## config.mk

```make
export PLATFORM = sky130hd
export DESIGN_NAME = uart_tx_cfg
export DESIGN_NICKNAME = d
export VERILOG_FILES = /design/src/rtl/uart_tx_cfg.sv
export SDC_FILE = /design/constraint.sdc
export NUM_CORES = 1
export LEC_CHECK = 0
export CAP_MARGIN = 20
export CORE_MARGIN = 5
export CORE_UTILIZATION = 40
export DETAILED_ROUTE_END_ITERATION = 8
export GPL_TIMING_DRIVEN = 0
export PLACE_DENSITY = 0.61
export SYNTH_ARGS = -nofsm -noshare
export SYNTH_HDL_FRONTEND = slang
export SYNTH_SLANG_ARGS = --single-unit
```

## constraint.sdc

```tcl
create_clock -name CLK -period 2.1 [get_ports CLK]
set_clock_uncertainty 0.1 [all_clocks]
set_input_delay 0.21 -clock CLK [delete_from_list [all_inputs] [get_ports CLK]]
set_output_delay 0.21 -clock CLK [all_outputs]
set_load 0.01 [all_outputs]
```

## src/rtl/uart_tx_cfg.sv

```systemverilog
`default_nettype none
// +--------------------------------------------------------------------------+
// | uart_tx_cfg : UART transmitter, one-word holding buffer, per-word parity  |
// | and stop-bit configuration.                              Revision: 1.0   |
// +--------------------------------------------------------------------------+
module uart_tx_cfg #(
  parameter int WIDTH        = 8,
  parameter int CLKS_PER_BIT = 1
) (
  input  logic             CLK,
  input  logic             RST,
  input  logic [WIDTH-1:0] P_DATA,
  input  logic             DATA_VALID,
  input  logic             PAR_EN,
  input  logic             PAR_TYP,
  input  logic             STOP_TWO,
  output logic             READY,
  output logic             TX_OUT,
  output logic             Busy,
  output logic             DONE
);

  localparam int c_bcw = (CLKS_PER_BIT > 1) ? $clog2(CLKS_PER_BIT) : 1;
  localparam int c_dcw = $clog2(WIDTH);
  localparam logic [c_bcw-1:0] c_bit_last  = c_bcw'(CLKS_PER_BIT - 1);
  localparam logic [c_dcw-1:0] c_data_last = c_dcw'(WIDTH - 1);

  typedef enum logic [2:0] {
    IDLE   = 3'd0,
    START  = 3'd1,
    DATA   = 3'd2,
    PARITY = 3'd3,
    STOP1  = 3'd4,
    STOP2  = 3'd5
  } state_t;

  state_t           r_state, w_state_next;
  logic             r_buf_full;
  logic [WIDTH-1:0] r_buf_data;
  logic             r_buf_par_en, r_buf_par_typ, r_buf_stop_two;
  logic [WIDTH-1:0] r_shift, w_shift_next;
  logic [c_dcw-1:0] r_data_cnt;
  logic [c_bcw-1:0] r_bit_cnt;
  logic             r_par_en, r_par_bit, r_stop_two;
  logic             w_bit_done, w_frame_end, w_load, w_accept, w_tx_next;

  assign READY       = ~r_buf_full;
  assign w_accept    = DATA_VALID & ~r_buf_full;
  assign w_bit_done  = (r_bit_cnt == c_bit_last);
  assign w_frame_end = w_bit_done && ((r_state == STOP1 && !r_stop_two) || r_state == STOP2);
  assign w_load      = r_buf_full && (r_state == IDLE || w_frame_end);
  assign DONE        = w_frame_end;

  always_ff @(posedge CLK or negedge RST) begin
    if (!RST) r_state <= IDLE;
    else      r_state <= w_state_next;
  end

  always_comb begin
    w_state_next = r_state;
    w_shift_next = r_shift;
    w_tx_next    = 1'b1;
    case (r_state)
      IDLE:   if (r_buf_full) w_state_next = START;
      START:  if (w_bit_done) w_state_next = DATA;
      DATA: begin
        if (w_bit_done) begin
          w_shift_next = r_shift >> 1;
          if (r_data_cnt == c_data_last) w_state_next = r_par_en ? PARITY : STOP1;
        end
      end
      PARITY: if (w_bit_done) w_state_next = STOP1;
      STOP1:  if (w_bit_done) w_state_next = r_stop_two ? STOP2 : (r_buf_full ? START : IDLE);
      STOP2:  if (w_bit_done) w_state_next = r_buf_full ? START : IDLE;
      default: w_state_next = IDLE;
    endcase
    if (w_load) w_shift_next = r_buf_data;
    // The line is registered from the next state so it lines up with r_state.
    case (w_state_next)
      START:   w_tx_next = 1'b0;
      DATA:    w_tx_next = w_shift_next[0];
      PARITY:  w_tx_next = r_par_bit;
      default: w_tx_next = 1'b1;
    endcase
  end

  always_ff @(posedge CLK or negedge RST) begin
    if (!RST) begin
      r_bit_cnt  <= '0;
      r_data_cnt <= '0;
      r_shift    <= '0;
      r_par_en   <= 1'b0;
      r_par_bit  <= 1'b0;
      r_stop_two <= 1'b0;
      TX_OUT     <= 1'b1;
      Busy       <= 1'b0;
    end else begin
      r_shift <= w_shift_next;
      TX_OUT  <= w_tx_next;
      Busy    <= (w_state_next != IDLE);
      if (r_state == IDLE || w_bit_done) r_bit_cnt <= '0;
      else                               r_bit_cnt <= r_bit_cnt + c_bcw'(1);
      if (w_load) begin
        r_data_cnt <= '0;
        r_par_en   <= r_buf_par_en;
        r_par_bit  <= (^r_buf_data) ^ r_buf_par_typ;
        r_stop_two <= r_buf_stop_two;
      end else if (r_state == DATA && w_bit_done) begin
        r_data_cnt <= r_data_cnt + c_dcw'(1);
      end
    end
  end

  always_ff @(posedge CLK or negedge RST) begin
    if (!RST) begin
      r_buf_full     <= 1'b0;
      r_buf_data     <= '0;
      r_buf_par_en   <= 1'b0;
      r_buf_par_typ  <= 1'b0;
      r_buf_stop_two <= 1'b0;
    end else if (w_accept) begin
      r_buf_full     <= 1'b1;
      r_buf_data     <= P_DATA;
      r_buf_par_en   <= PAR_EN;
      r_buf_par_typ  <= PAR_TYP;
      r_buf_stop_two <= STOP_TWO;
    end else if (w_load) begin
      r_buf_full <= 1'b0;
    end
  end

endmodule
`default_nettype wire

```

**Word-level counts from Yosys, hierarchy flattened**

Cells that the tools add are included.

- Register bits after elaboration: 32
- Input bits: 14
- Output and inout port bits: 4

- Add/subtract/negate cells: 2
- Equal/unequal tests: 10
- Muxes and demuxes: 20
- Bitwise logic cells: 4
- Reductions and logical operators: 15

Operators by type and width:

| cell | count |
|---|---|
| $mux 3 | 11 |
| $mux 8 | 3 |
| $pmux 3 s6 | 1 |
| $eq 3x2->1 const B | 4 |
| $eq 3x3->1 const B | 3 |
| $reduce_xor 8->1 | 1 |
| $eq 3x1->1 const B | 2 |
| $reduce_bool 2->1 | 3 |
| $logic_and 1x1->1 | 4 |
| $mux 1 | 4 |
| $add 3x1->3 const B | 1 |
| $logic_not 3->1 | 1 |
| $logic_or 1x1->1 | 3 |
| $pmux 1 s3 | 1 |
| $reduce_bool 3->1 | 1 |
| $ne 2x1->1 const B | 1 |
| $not 1->1 | 2 |
| $reduce_and 2->1 | 1 |
| $add 1x1->1 const B | 1 |
| $and 1x1->1 | 1 |
| $logic_not 1->1 | 1 |
| $xor 1x1->1 | 1 |

**Depth between registers and ports, before layout**

- Depth in word-level cells: 8
- Gate-level depth with buffers: 8
- Depth with buffers taken out: 7

**Worst setup path before layout**

No wires, ideal clock.

- Kind: register to register
- Start point: register r_data_cnt[0]
- End point: register TX_OUT
- Setup time: 0.096 ns
- Data arrival time: 1.480 ns
- Data required time: 1.904 ns
- Setup slack: 0.424 ns
- Cell stages (with the launch flop): 8
- Path buffers: 0
- Cell sequence: dfrtp_1 > ha_1 > ha_1 > inv_1 > o41a_1 > o32ai_1 > a21boi_2 > a32oi_2

- Longest elaborated chain between the ends: 6
- Elaborated cells between the ends (all ways): 8

Ends and longest elaborated chain:

| what | RTL line | RTL |
|---|---|---|
| start, declared | 42 | `logic [c_dcw-1:0] r_data_cnt;` |
| start signal, assigned | 109 | `r_data_cnt <= r_data_cnt + c_dcw'(1);` |
| $eq 3x3->1 * | 69 | `if (r_data_cnt == c_data_last) w_state_next = r_par_en ? PARITY : STOP1;` |
| $mux 3 * | 69 |  |
| $mux 3 * | 67 | `if (w_bit_done) begin` |
| $pmux 3 s6 * | 63 | `case (r_state)` |
| via w_state_next[0] | 37 | `state_t r_state, w_state_next;` |
| $eq 3x2->1 / $eq 3x1->1 (equally long branches) | 79 | `case (w_state_next)` |
| $pmux 1 s3 * | 79 |  |
| via w_tx_next | 45 | `logic w_bit_done, w_frame_end, w_load, w_accept, w_tx_next;` |
| end signal, assigned | 99 | `TX_OUT <= w_tx_next;` |
| end, declared | 18 | `output logic TX_OUT,` |

Mark *: on every way through the listed nets, which the timed path passes. The rest lies on a longest branch.
A chain may end at the register's enable or synchronous reset.

**Worst setup path in the final report**

- Start point: register r_state[1]
- End point: output port DONE

- Longest elaborated chain between the ends: 4
- Elaborated cells between the ends (all ways): 5

Ends and longest elaborated chain:

| what | RTL line | RTL |
|---|---|---|
| start, declared | 37 |  |
| start signal, assigned | 56 | `else r_state <= w_state_next;` |
| $eq 3x3->1 | 50 | `assign w_frame_end = w_bit_done && ((r_state == STOP1 && !r_stop_two) \|\| r_state == STOP2);` |
| $logic_and 1x1->1 | 50 |  |
| $logic_or 1x1->1 * | 50 |  |
| $logic_and 1x1->1 * | 50 |  |
| end, declared | 20 | `output logic DONE` |

Every way passes the cells marked *; elsewhere a longest branch is shown, timed or not.

==> results.py <==
metrics = {
    "sta": {
        "setup_violations": 0,
        "fin_tns_setup_ps": 0,
        "slew_viol_final": 0,
        "hold_ws_ps": 283.2,
        "max_freq_mhz": 516.7,
        "rsz0062_at_grt": "no",
        "period_minus_slack_ps": 1935,
        "hold_viol_final": 0,
        "tightest_slew_ps": 782.3,
        "relSlewSlack_pct": 47.68,
        "period_share_pct": 92.16,
    },
    "placement": {
        "place.gp.congestion": 0.7718,
        "portBuffers": 17,
        "dp.cells": 190,
        "dp_hpwl_mm": 2.069,
    },
    "floorplan": {
        "die_h_um": 71.80,
        "die_area_um2": 5155,
        "ioPinCount": 18,
        "initial_utilization_pct": 41.42,
        "rows": 22,
        "die_w_um": 71.80,
        "core_um2": 3689,
    },
    "power": {
        "max-vdd-ir-drop_mv": 0.6915,
        "p_leak_uw": 0.0008453,
        "p_per_area_nw_per_um2": 1631,
    },
    "setup_path": {
        "path_depth": 3,
        "cp_max_fo": 7,
        "rr_endpoint": "TX_OUT$_DFF_PN1_",
        "cpMaxStageDelayCell": "clkdlybuf4s50_1",
        "crit_family": "buffers and inverters",
        "rrSetupSlack_ps": 180,
        "max_stage_delay_ps": 560,
        "cp.required_ps": 1790,
        "timing.rr.start": "r_data_cnt[0]$_DFFE_PN0P_",
        "cp.arrival_ps": 1630,
        "cp-end-kind": "primary output",
        "path_cells": "nand2b_1 -> nor3_1 -> clkdlybuf4s50_1",
        "crit_buf_inv": 1,
        "crit_type": "register to primary output",
        "worstSetupStartpointType": "register",
        "reg2reg_depth": 7,
    },
    "run": {
        "maxCapViolCount": 0,
    },
    "status": {
        "status": "finished, final reports clean",
    },
    "global_route": {
        "grt_pass1_wl_mm": 4.830,
        "grt_pass1_vias": 1035,
        "antenna_found_initial": 0,
        "globalRouteTotalUtil_pct": 12.25,
        "grt_start_max_net_pins": 19,
        "overflow": 0,
    },
    "logic_synthesis": {
        "synthFlopType": "dfrtp_1",
        "netlist_instances": 124,
        "synth-seq-cells": 32,
        "syn_area_per_cell_um2": 12.32,
        "async_reset_ff_share_pct": 100.0,
        "synth-seq-area-share_pct": 52.50,
        "synth-edff-count": 0,
        "yosysMostFrequentCell": "dfrtp_1",
        "ys_top_cells_by_area": "dfrtp_1, mux2_2, xnor2_1, a22o_1, a21o_1",
        "yosys.area.top_type_share_pct": 50.78,
        "synth_top_area_cell": "dfrtp_1",
        "netlist_area_um2": 1528,
        "syn_nets": 140,
        "yosys_warnings": 0,
        "synth_common_cells": "dfrtp_1, mux2_2, inv_1, xnor2_1",
        "ys_types": 36,
    },
    "drt": {
        "drc": 0,
        "drt_wl_total_mm": 2.751,
        "vias_per_cell": 4.965,
        "drtAntennaViolNets": 0,
        "firstDrtPassIters": 4,
        "dr.first_iter.drc_count": 6,
        "wl_per_cell_um": 13.89,
        "vias": 983,
    },
    "clock_tree": {
        "cts_max_level": 2,
        "cts_resized": 0,
        "cts_root_buf": "clkbuf_8",
        "post_cts_buffers": 0,
        "clockBufferDepth": 2,
        "cts.sinks": 32,
        "cts_tree": "done",
        "cts_buffers": 5,
        "cts_hold_buf": 0,
        "path_clk_slew_ps": 60,
        "insertion_delay_ps": 280,
    },
    "cells_and_area": {
        "diodes": 0,
        "fin_nets": 165,
        "drive_gt1_share_pct": 22.00,
        "syn2layout_area_growth_pct": 23.92,
        "final_cell_count_no_fill": 198,
    },
    "min_path": {
        "min_path_type": "input port to asynchronous set/reset pin",
    },
}
==> layout by cell type (no fill, tap or decap), drive strengths merged <==
cell type and count:
dfstp 1, nand3b 1, clkbuf 6, o32ai 2, nand2b 4, inv 7
mux2i 3, clkdlybuf4s50 17, nor3b 1, xnor2 7, and4b 1, a21boi 1
nor3 3, o41a 1, mux2 13, dfrtp 31, nand2 4, a32oi 1
o211ai 2, xor2 2, conb 1, nor2b 2, o21ai 4, buf 8
ha 2, a21oi 3, or3 1, clkinv 1, a22o 6, nor2 7
a21o 6, bufinv 1
==> worst reg2reg max path, delay by kind of cell (launching register included) <==
family / cells / cell delay (ps)
adders and majority gates: 2 / 330
DFF: 1 / 370
buffers and inverters: 1 / 60
AOI/OAI and AO/OA: 4 / 970
==> worst max path at each step <==
stage | start | endpoint | slack, ps
6_report | r_state[1]$_DFF_PN0_ | DONE | 160
2_1_floorplan | r_data_cnt[0]$_DFFE_PN0P_ | TX_OUT$_DFF_PN1_ | 420
4_1_cts | r_data_cnt[0]$_DFFE_PN0P_ | TX_OUT$_DFF_PN1_ | 150
3_5_place_dp | r_data_cnt[0]$_DFFE_PN0P_ | TX_OUT$_DFF_PN1_ | 170
3_3_place_gp | RST | r_data_cnt[1]$_DFFE_PN0P_ | 170
5_1_grt | r_data_cnt[0]$_DFFE_PN0P_ | TX_OUT$_DFF_PN1_ | 80
==> kinds of logic after synthesis <==
logic type | after synthesis | synth area share [%]
fa+ha+maj | 2 | 1.638
xor+xnor | 9 | 5.160
buf+inv | 14 | 5.651
flops | 32 | 52.50
mux | 16 | 11.79
other cells | 1 | 0.2455
compound gates | 26 | 13.35
simple gates | 24 | 9.665
==> per-stage QoR <==
| step | total power, µW | util, % | setup WS [ps] | area (µm²) |
|---|---|---|---|---|
| 6_report | 3088 | 51.32 | 164.6 | 1893 |
| 4_1_cts | 3131 | 51.32 | 146.4 | 1893 |
| 2_1_floorplan | 2195 | - | 424.4 | 1528 |
| 5_1_grt | 3323 | 51.32 | 76.29 | 1893 |
| 3_3_place_gp | 2470 | 47.66 | 169.2 | 1758 |
| 3_5_place_dp | 2547 | 48.41 | 172.4 | 1785 |
==> power by group <==
| group | internal, µW | total (µW) | switching [µW] |
|---|---|---|---|
| combinational | 772 | 1390 | 621 |
| clock | 352 | 570 | 219 |
| sequential | 920 | 1120 | 204 |
| total | 2040 | 3090 | 1040 |
==> final cells by class <==
cell class | count | area, µm²
buffer | 7 | 60.06
clock buffer | 6 | 72.57
clock inverter | 2 | 35.03
fill | 342 | 1795
inverter | 7 | 26.28
multi-input combinational | 78 | 639.4
sequential | 32 | 802.0
tap | 48 | 60.06
timing repair buffer | 18 | 197.7
==> sequential cells by signal, indices dropped and copies added (netlist names) <==
name	cells
r_buf_par_en	1
r_stop_two	1
TX_OUT	1
r_par_bit	1
r_data_cnt	3
r_buf_par_typ	1
r_state	3
r_buf_stop_two	1
r_par_en	1
Busy	1
r_buf_data	8
r_shift	8
r_buf_full	1
r_bit_cnt	1
==> per-layer routing <==
metal  global-route usage [%]  up-vias  share of wire, %
li1                         -      477                 -
met1                    15.53      483                45
met2                    19.29       18                48
met3                    3.086        5               4.7
met4                    6.263        0               1.7
met5                        0        -                 0
Note: power is estimated with default switching activity, not from simulation.
